--- src/rtl/audio_pkg.sv ---
// Shared widths, sample/magnitude types and FSM encodings for the FFT
// output path.
package audio_pkg;
  localparam int W_DEFAULT = 16;

  typedef logic signed [W_DEFAULT-1:0] sample_t;
  typedef logic [2*W_DEFAULT-1:0]      mag_t;

  typedef enum logic [1:0] {W_IDLE, W_FILL, W_SKIP}    wr_state_t;
  typedef enum logic [1:0] {R_IDLE, R_FETCH, R_STREAM} rd_state_t;
endpackage

--- src/rtl/fft_mag_sq.sv ---
// Two-stage re^2+im^2 squarer: product registers, then a registered sum.
// An opaque tag rides alongside so callers can carry address/control bits.
module fft_mag_sq #(
  parameter int W     = 16,
  parameter int TAG_W = 1
) (
  input  logic                clk,
  input  logic                reset,
  input  logic                in_valid,
  input  logic signed [W-1:0] in_re,
  input  logic signed [W-1:0] in_im,
  input  logic [TAG_W-1:0]    in_tag,
  output logic                out_valid,
  output logic [2*W-1:0]      out_mag,
  output logic [TAG_W-1:0]    out_tag
);
  localparam int STAGES = 2;

  logic [STAGES:1]       vld_pipe;
  logic signed [2*W-1:0] sq_re, sq_im;
  logic [TAG_W-1:0]      tag_q;

  always_ff @(posedge clk or negedge reset)
    if (!reset) vld_pipe <= '0;
    else        vld_pipe <= {vld_pipe[STAGES-1:1], in_valid};

  // Each square is non-negative and at most 2^(2W-2), so the unsigned sum
  // fits in 2W bits without wrapping.
  always_ff @(posedge clk) begin
    sq_re   <= in_re * in_re;
    sq_im   <= in_im * in_im;
    tag_q   <= in_tag;
    out_mag <= $unsigned(sq_re) + $unsigned(sq_im);
    out_tag <= tag_q;
  end

  assign out_valid = vld_pipe[STAGES];
endmodule

--- src/rtl/fft_output_buffer.sv ---
// Ping-pong frame buffer between the FFT core and spectral consumers:
// squares each bin, stores whole frames, replays them over valid/ready.
module fft_output_buffer
  import audio_pkg::*;
#(
  parameter int W        = W_DEFAULT,
  parameter int NSamples = 32
) (
  input  logic                        clk,
  input  logic                        reset,
  input  logic signed [W-1:0]         fft_output_real,
  input  logic signed [W-1:0]         fft_output_imag,
  input  logic                        fft_output_valid,
  input  logic                        fft_output_sop,
  input  logic                        fft_output_eop,
  output logic [2*W-1:0]              mag_data,
  output logic [$clog2(NSamples)-1:0] mag_bin,
  output logic                        mag_valid,
  input  logic                        mag_ready,
  output logic                        mag_last,
  output logic                        frame_dropped,
  output logic                        frame_error
);
  localparam int            BW    = $clog2(NSamples);
  localparam int            TAG_W = BW + 2;  // {commit, bank, bin}
  localparam logic [BW-1:0] LAST  = BW'(NSamples - 1);

  wr_state_t     wr_state, wr_next;
  logic [BW-1:0] wr_idx, wr_acc_idx;
  logic          wr_bank, wr_acc, wr_commit, wr_err, wr_drop;

  rd_state_t     rd_state, rd_next;
  logic          rd_bank, rd_done, rd_load;
  logic [BW-1:0] rd_addr_bin;

  logic [1:0]       full, set_full, clr_full;
  logic             sq_valid;
  logic [2*W-1:0]   sq_mag;
  logic [TAG_W-1:0] sq_tag;
  logic [2*W-1:0]   mem [2*NSamples];

  // ---------------- write side ----------------
  always_ff @(posedge clk or negedge reset)
    if (!reset) begin
      wr_state      <= W_IDLE;
      wr_idx        <= '0;
      wr_bank       <= 1'b0;
      frame_dropped <= 1'b0;
      frame_error   <= 1'b0;
    end else begin
      wr_state      <= wr_next;
      if (wr_acc)    wr_idx  <= wr_acc_idx + BW'(1);
      if (wr_commit) wr_bank <= ~wr_bank;
      frame_dropped <= wr_drop;
      frame_error   <= wr_err;
    end

  always_comb begin
    wr_next = wr_state;
    case (wr_state)
      W_IDLE:  if (wr_drop) wr_next = W_SKIP;
               else if (wr_acc) wr_next = W_FILL;
      W_FILL:  if (wr_commit || (wr_err && !fft_output_sop)) wr_next = W_IDLE;
      W_SKIP:  if (fft_output_valid && fft_output_eop) wr_next = W_IDLE;
      default: wr_next = W_IDLE;
    endcase
  end

  // A full target bank means both are full: banks fill and drain in the
  // same alternating order, so the target is always the older frame.
  always_comb begin
    wr_acc     = 1'b0;
    wr_acc_idx = wr_idx;
    wr_commit  = 1'b0;
    wr_err     = 1'b0;
    wr_drop    = 1'b0;
    case (wr_state)
      W_IDLE: if (fft_output_valid && fft_output_sop) begin
        if (full[wr_bank]) wr_drop = 1'b1;
        else begin
          wr_acc     = 1'b1;
          wr_acc_idx = '0;
        end
      end
      W_FILL: if (fft_output_valid) begin
        wr_acc = 1'b1;
        if (fft_output_sop) begin
          wr_err     = 1'b1;
          wr_acc_idx = '0;
        end else if (wr_idx == LAST) begin
          if (fft_output_eop) wr_commit = 1'b1;
          else                wr_err    = 1'b1;
        end else if (fft_output_eop) wr_err = 1'b1;
      end
      default: ;
    endcase
  end

  // Commit travels with the last bin so the bank turns full on the same
  // edge its final magnitude lands in memory.
  fft_mag_sq #(.W(W), .TAG_W(TAG_W)) u_mag_sq (
    .clk      (clk),
    .reset    (reset),
    .in_valid (wr_acc),
    .in_re    (fft_output_real),
    .in_im    (fft_output_imag),
    .in_tag   ({wr_commit, wr_bank, wr_acc_idx}),
    .out_valid(sq_valid),
    .out_mag  (sq_mag),
    .out_tag  (sq_tag)
  );

  always_ff @(posedge clk)
    if (sq_valid) mem[sq_tag[BW:0]] <= sq_mag;

  // ---------------- bank flags ----------------
  assign set_full = (sq_valid && sq_tag[TAG_W-1]) ? (2'b01 << sq_tag[BW]) : 2'b00;
  assign clr_full = rd_done ? (2'b01 << rd_bank) : 2'b00;

  always_ff @(posedge clk or negedge reset)
    if (!reset) full <= 2'b00;
    else        full <= (full & ~clr_full) | set_full;

  // ---------------- read side ----------------
  assign rd_done     = (rd_state == R_STREAM) && mag_ready && mag_last;
  assign rd_load     = (rd_state == R_FETCH) ||
                       ((rd_state == R_STREAM) && mag_ready && !mag_last);
  assign rd_addr_bin = (rd_state == R_FETCH) ? '0 : mag_bin + BW'(1);

  always_ff @(posedge clk or negedge reset)
    if (!reset) begin
      rd_state <= R_IDLE;
      rd_bank  <= 1'b0;
      mag_data <= '0;
      mag_bin  <= '0;
    end else begin
      rd_state <= rd_next;
      if (rd_done) rd_bank <= ~rd_bank;
      if (rd_load) begin
        mag_data <= mem[{rd_bank, rd_addr_bin}];
        mag_bin  <= rd_addr_bin;
      end
    end

  always_comb begin
    rd_next = rd_state;
    case (rd_state)
      R_IDLE:   if (full[rd_bank]) rd_next = R_FETCH;
      R_FETCH:  rd_next = R_STREAM;
      R_STREAM: if (rd_done) rd_next = R_IDLE;
      default:  rd_next = R_IDLE;
    endcase
  end

  always_comb begin
    mag_valid = (rd_state == R_STREAM);
    mag_last  = mag_valid && (mag_bin == LAST);
  end
endmodule

--- config.mk ---
export PLATFORM = sky130hd
export DESIGN_NAME = fft_output_buffer
export DESIGN_NICKNAME = d
export VERILOG_FILES = /design/src/rtl/audio_pkg.sv /design/src/rtl/fft_mag_sq.sv /design/src/rtl/fft_output_buffer.sv
export SDC_FILE = /design/constraint.sdc
export NUM_CORES = 2
export LEC_CHECK = 0
export BUFFER_PORTS_ARGS = -buffer_cell sky130_fd_sc_hd__buf_2
export CAP_MARGIN = 20
export CORE_MARGIN = 2
export CORE_UTILIZATION = 55
export CTS_CLUSTER_DIAMETER = 200
export DETAILED_ROUTE_END_ITERATION = 16
export PLACE_DENSITY = 0.78
export SLEW_MARGIN = 20
export SYNTH_ARGS = -nofsm -noshare
export SYNTH_HDL_FRONTEND = slang
export SYNTH_SLANG_ARGS = --single-unit
export TNS_END_PERCENT = 30
--- constraint.sdc ---
create_clock -name clk -period 4.3 [get_ports clk]
set_input_delay 0.86 -clock clk [delete_from_list [all_inputs] [get_ports clk]]
set_output_delay 0.86 -clock clk [all_outputs]
set_load 0.02 [all_outputs]
==> impl_metrics.json <==
{
  "ios": 79,
  "die_area_mm2": 0.1903,
  "synth_ff_type": "edfxtp_1",
  "required_ps": 5030,
  "max_cap_viol_count": 0,
  "worst_slew_pin_slew_ps": 1034,
  "yosys-top-cells-area": "edfxtp_1 60%, fa_1 9.2%, nand2_1 2.9%",
  "path_clk_slew_ps": 60,
  "wl_met1_um": 92830,
  "clk_path_buf_depth": 3,
  "start_util_pct": 55.37,
  "async_flop_share_pct": 2.443,
  "die_w_um": 436.3,
  "crit_type": "input port to register",
  "antenna_found_initial": 4,
  "drt_iter0_markers": 7978,
  "final_util_pct": 63.68,
  "grt_pass1_vias": 65910,
  "htree_levels": 4,
  "drive_gt1_share_pct": 18.53,
  "synth_top_area_share_pct": 59.84,
  "timing.rr.end": "mag_data[1]",
  "finalHoldViolCount": 0,
  "synthCells": 7341,
  "synth_commonest_cells": "2048 x edfxtp_1, 806 x nand2_1, 667 x inv_1",
  "highest-signal-layer": "met5",
  "drt-total-wl_um": 261800,
  "ys_ff_latch": 2210,
  "syn_area_mm2": 0.1028,
  "viasPerCell": 6.201,
  "dr_wl_met3_um": 28850,
  "setup_slack_ps": -1171,
  "numCtsBuffers": 201,
  "groute.usage.overall_pct": 27.25,
  "min_period_ps": 5471,
  "cts_tree": "done",
  "violations": "negative setup slack",
  "hpwl_um": 155600,
  "die_h_um": 436.3,
  "grt_start_max_net_pins": 148,
  "dr_wl_met2_um": 128000,
  "nets": 8524,
  "rsz0062_at_grt": "true",
  "clock_tree.root_cell": "clkbuf_16",
  "grt_pass1_wl_um": 391700,
  "synth_edf_count": 2048,
  "worstRegToRegCells": 11,
  "clk_latency_ps": 850,
  "setup_violations": 45,
  "fp.coreArea_mm2": 0.1856,
  "relSlewSlack_pct": 30.93,
  "arrival_ps": 6200,
  "first_pass_iters": 6,
  "synth_area_leader_cell": "edfxtp_1",
  "max_freq_mhz": 182.8,
  "syn_area_per_cell_um2": 14.00,
  "finClkSkew_ps": 25.65,
  "routabilityCongestion": 0.8899,
  "vias": 64840,
  "postSynthNetCount": 8060,
  "maxSlewViolCount": 0,
  "synth_most_common_cell": "edfxtp_1",
  "outcome": "complete, but fails checks",
  "hold_buffers": 0,
  "regToRegSetupSlack_ps": 370,
  "ant_nets": 0,
  "r2r-start": "rd_state[1]",
  "ys_types": 70,
  "start_kind": "input port",
  "period_share_pct": 127.2,
  "yosysWarningCount": 0,
  "io_buffers": 78,
  "area_growth_pct": 15.02,
  "rows": 158,
  "worst-path-max-fanout": 6,
  "synth.yosys.seq_area_share_pct": 63.26,
  "end_kind": "register",
  "grt-ovfl-total": 0,
  "hold_class": "input port to asynchronous set/reset pin",
  "cts_sinks": 2210,
  "route.detailed.wl_per_inst_um": 25.04,
  "drc": 0
}
[worst max-delay path: stages]
cell and delay [ps]:
buf_6 120, buf_6 130, buf_4 120, and2_1 190
fa_1 480, fa_1 450, fa_2 580, fa_2 440
fa_1 500, inv_1 50, fa_2 520, inv_2 40
ha_4 150, a21o_1 160, a21oi_2 150, o211ai_1 150
a2111oi_2 440, o21ai_2 160, nand2_2 120, o2111ai_1 110
a21oi_1 170, xnor2_1 90
[how the worst max path moves through the flow]
stage | slack (ps) | startpoint | to | cells after the start
after floorplan | -1790 | fft_output_real[15] | u_mag_sq.sq_re[31] | 21
after global placement | -2150 | fft_output_real[3] | u_mag_sq.sq_re[31] | 22
after detailed placement | -2230 | fft_output_imag[12] | u_mag_sq.sq_im[30] | 24
after CTS | -1130 | fft_output_imag[6] | u_mag_sq.sq_im[30] | 24
after global routing | -1340 | fft_output_real[15] | u_mag_sq.sq_re[31] | 21
final | -1170 | fft_output_real[7] | u_mag_sq.sq_re[31] | 22
[layer usage]
layer / vias to the layer above / track usage (%)
met1: 32410 / 35.29
met5: - / 0
met3: 691 / 5.213
met2: 3764 / 45.35
met4: 4 / 11.30
li1: 27970 / -
[layout make-up]
| class | instances | area, um2 |
|---|---|---|
| Tap cell | 2480 | 3103 |
| Timing Repair Buffer | 714 | 6122 |
| Clock buffer | 267 | 5444 |
| Multi-Input combinational cell | 4011 | 35020 |
| Inverter | 667 | 2514 |
| Fill cell | 12580 | 67420 |
| Clock inverter | 106 | 927.1 |
| Sequential cell | 2210 | 65070 |
| Antenna cell | 2 | 5.005 |
[through the flow]
step / hold WS [ps] / TNS [ps] / setup slack [ps] / instances / instance area [um2]
floorplan: 309.6 / -57300 / -1786 / 7341 / 103400
global placement: 311.5 / -84450 / -2148 / 10040 / 110400
detailed placement: 312.8 / -87470 / -2229 / 10040 / 110400
CTS: 167.0 / -34700 / -1125 / 10430 / 117500
global route: 222.7 / -41980 / -1338 / 10460 / 118200
finish: 182.7 / -35580 / -1171 / 10460 / 118200
[kinds of logic after synthesis]
family	synth area share, %
adders and majority gates	11.74
muxes	2.886
xor gates and xnor gates	0.9289
buffers and inverters	4.232
and+or+nand+nor	6.860
DFF	63.26
AOI/OAI and AO/OA	10.10
[registers in the layout (all words and copies together) (netlist names)]
name and flops:
frame_dropped 1, frame_error 1, full 2, mag_bin 5
mag_data 32, mem 2048, rd_bank 1, rd_state 2
u_mag_sq.out_mag 32, u_mag_sq.out_tag 7, u_mag_sq.sq_im 31, u_mag_sq.sq_re 31
u_mag_sq.tag_q 7, u_mag_sq.vld_pipe 2, wr_bank 1, wr_idx 5
wr_state 2
[cells in the final DEF (no fill, tap or decap), types with 149 or more instances in the layout]
| cell | n |
|---|---|
| a211oi_1 | 260 |
| a31oi_1 | 261 |
| and2_0 | 149 |
| and2_1 | 158 |
| buf_4 | 558 |
| clkbuf_16 | 208 |
| edfxtp_1 | 2048 |
| fa_1 | 446 |
| ha_1 | 181 |
| inv_1 | 632 |
| nand2_1 | 779 |
| nor2_1 | 165 |
| o21ai_0 | 153 |
| o221ai_1 | 256 |
| o22ai_1 | 256 |
[repair_timing]
action | in CTS | in global routing
buffers inserted | 19 | 23
resized for setup | 172 | 142
endpoints found under the setup margin | 47 | 47
gates cloned | 0 | 2
pin swaps | 82 | 86
Power is left out: the tool's default activity adds up to more than one toggle a clock period on the data nets, which glitch-free logic cannot reach.
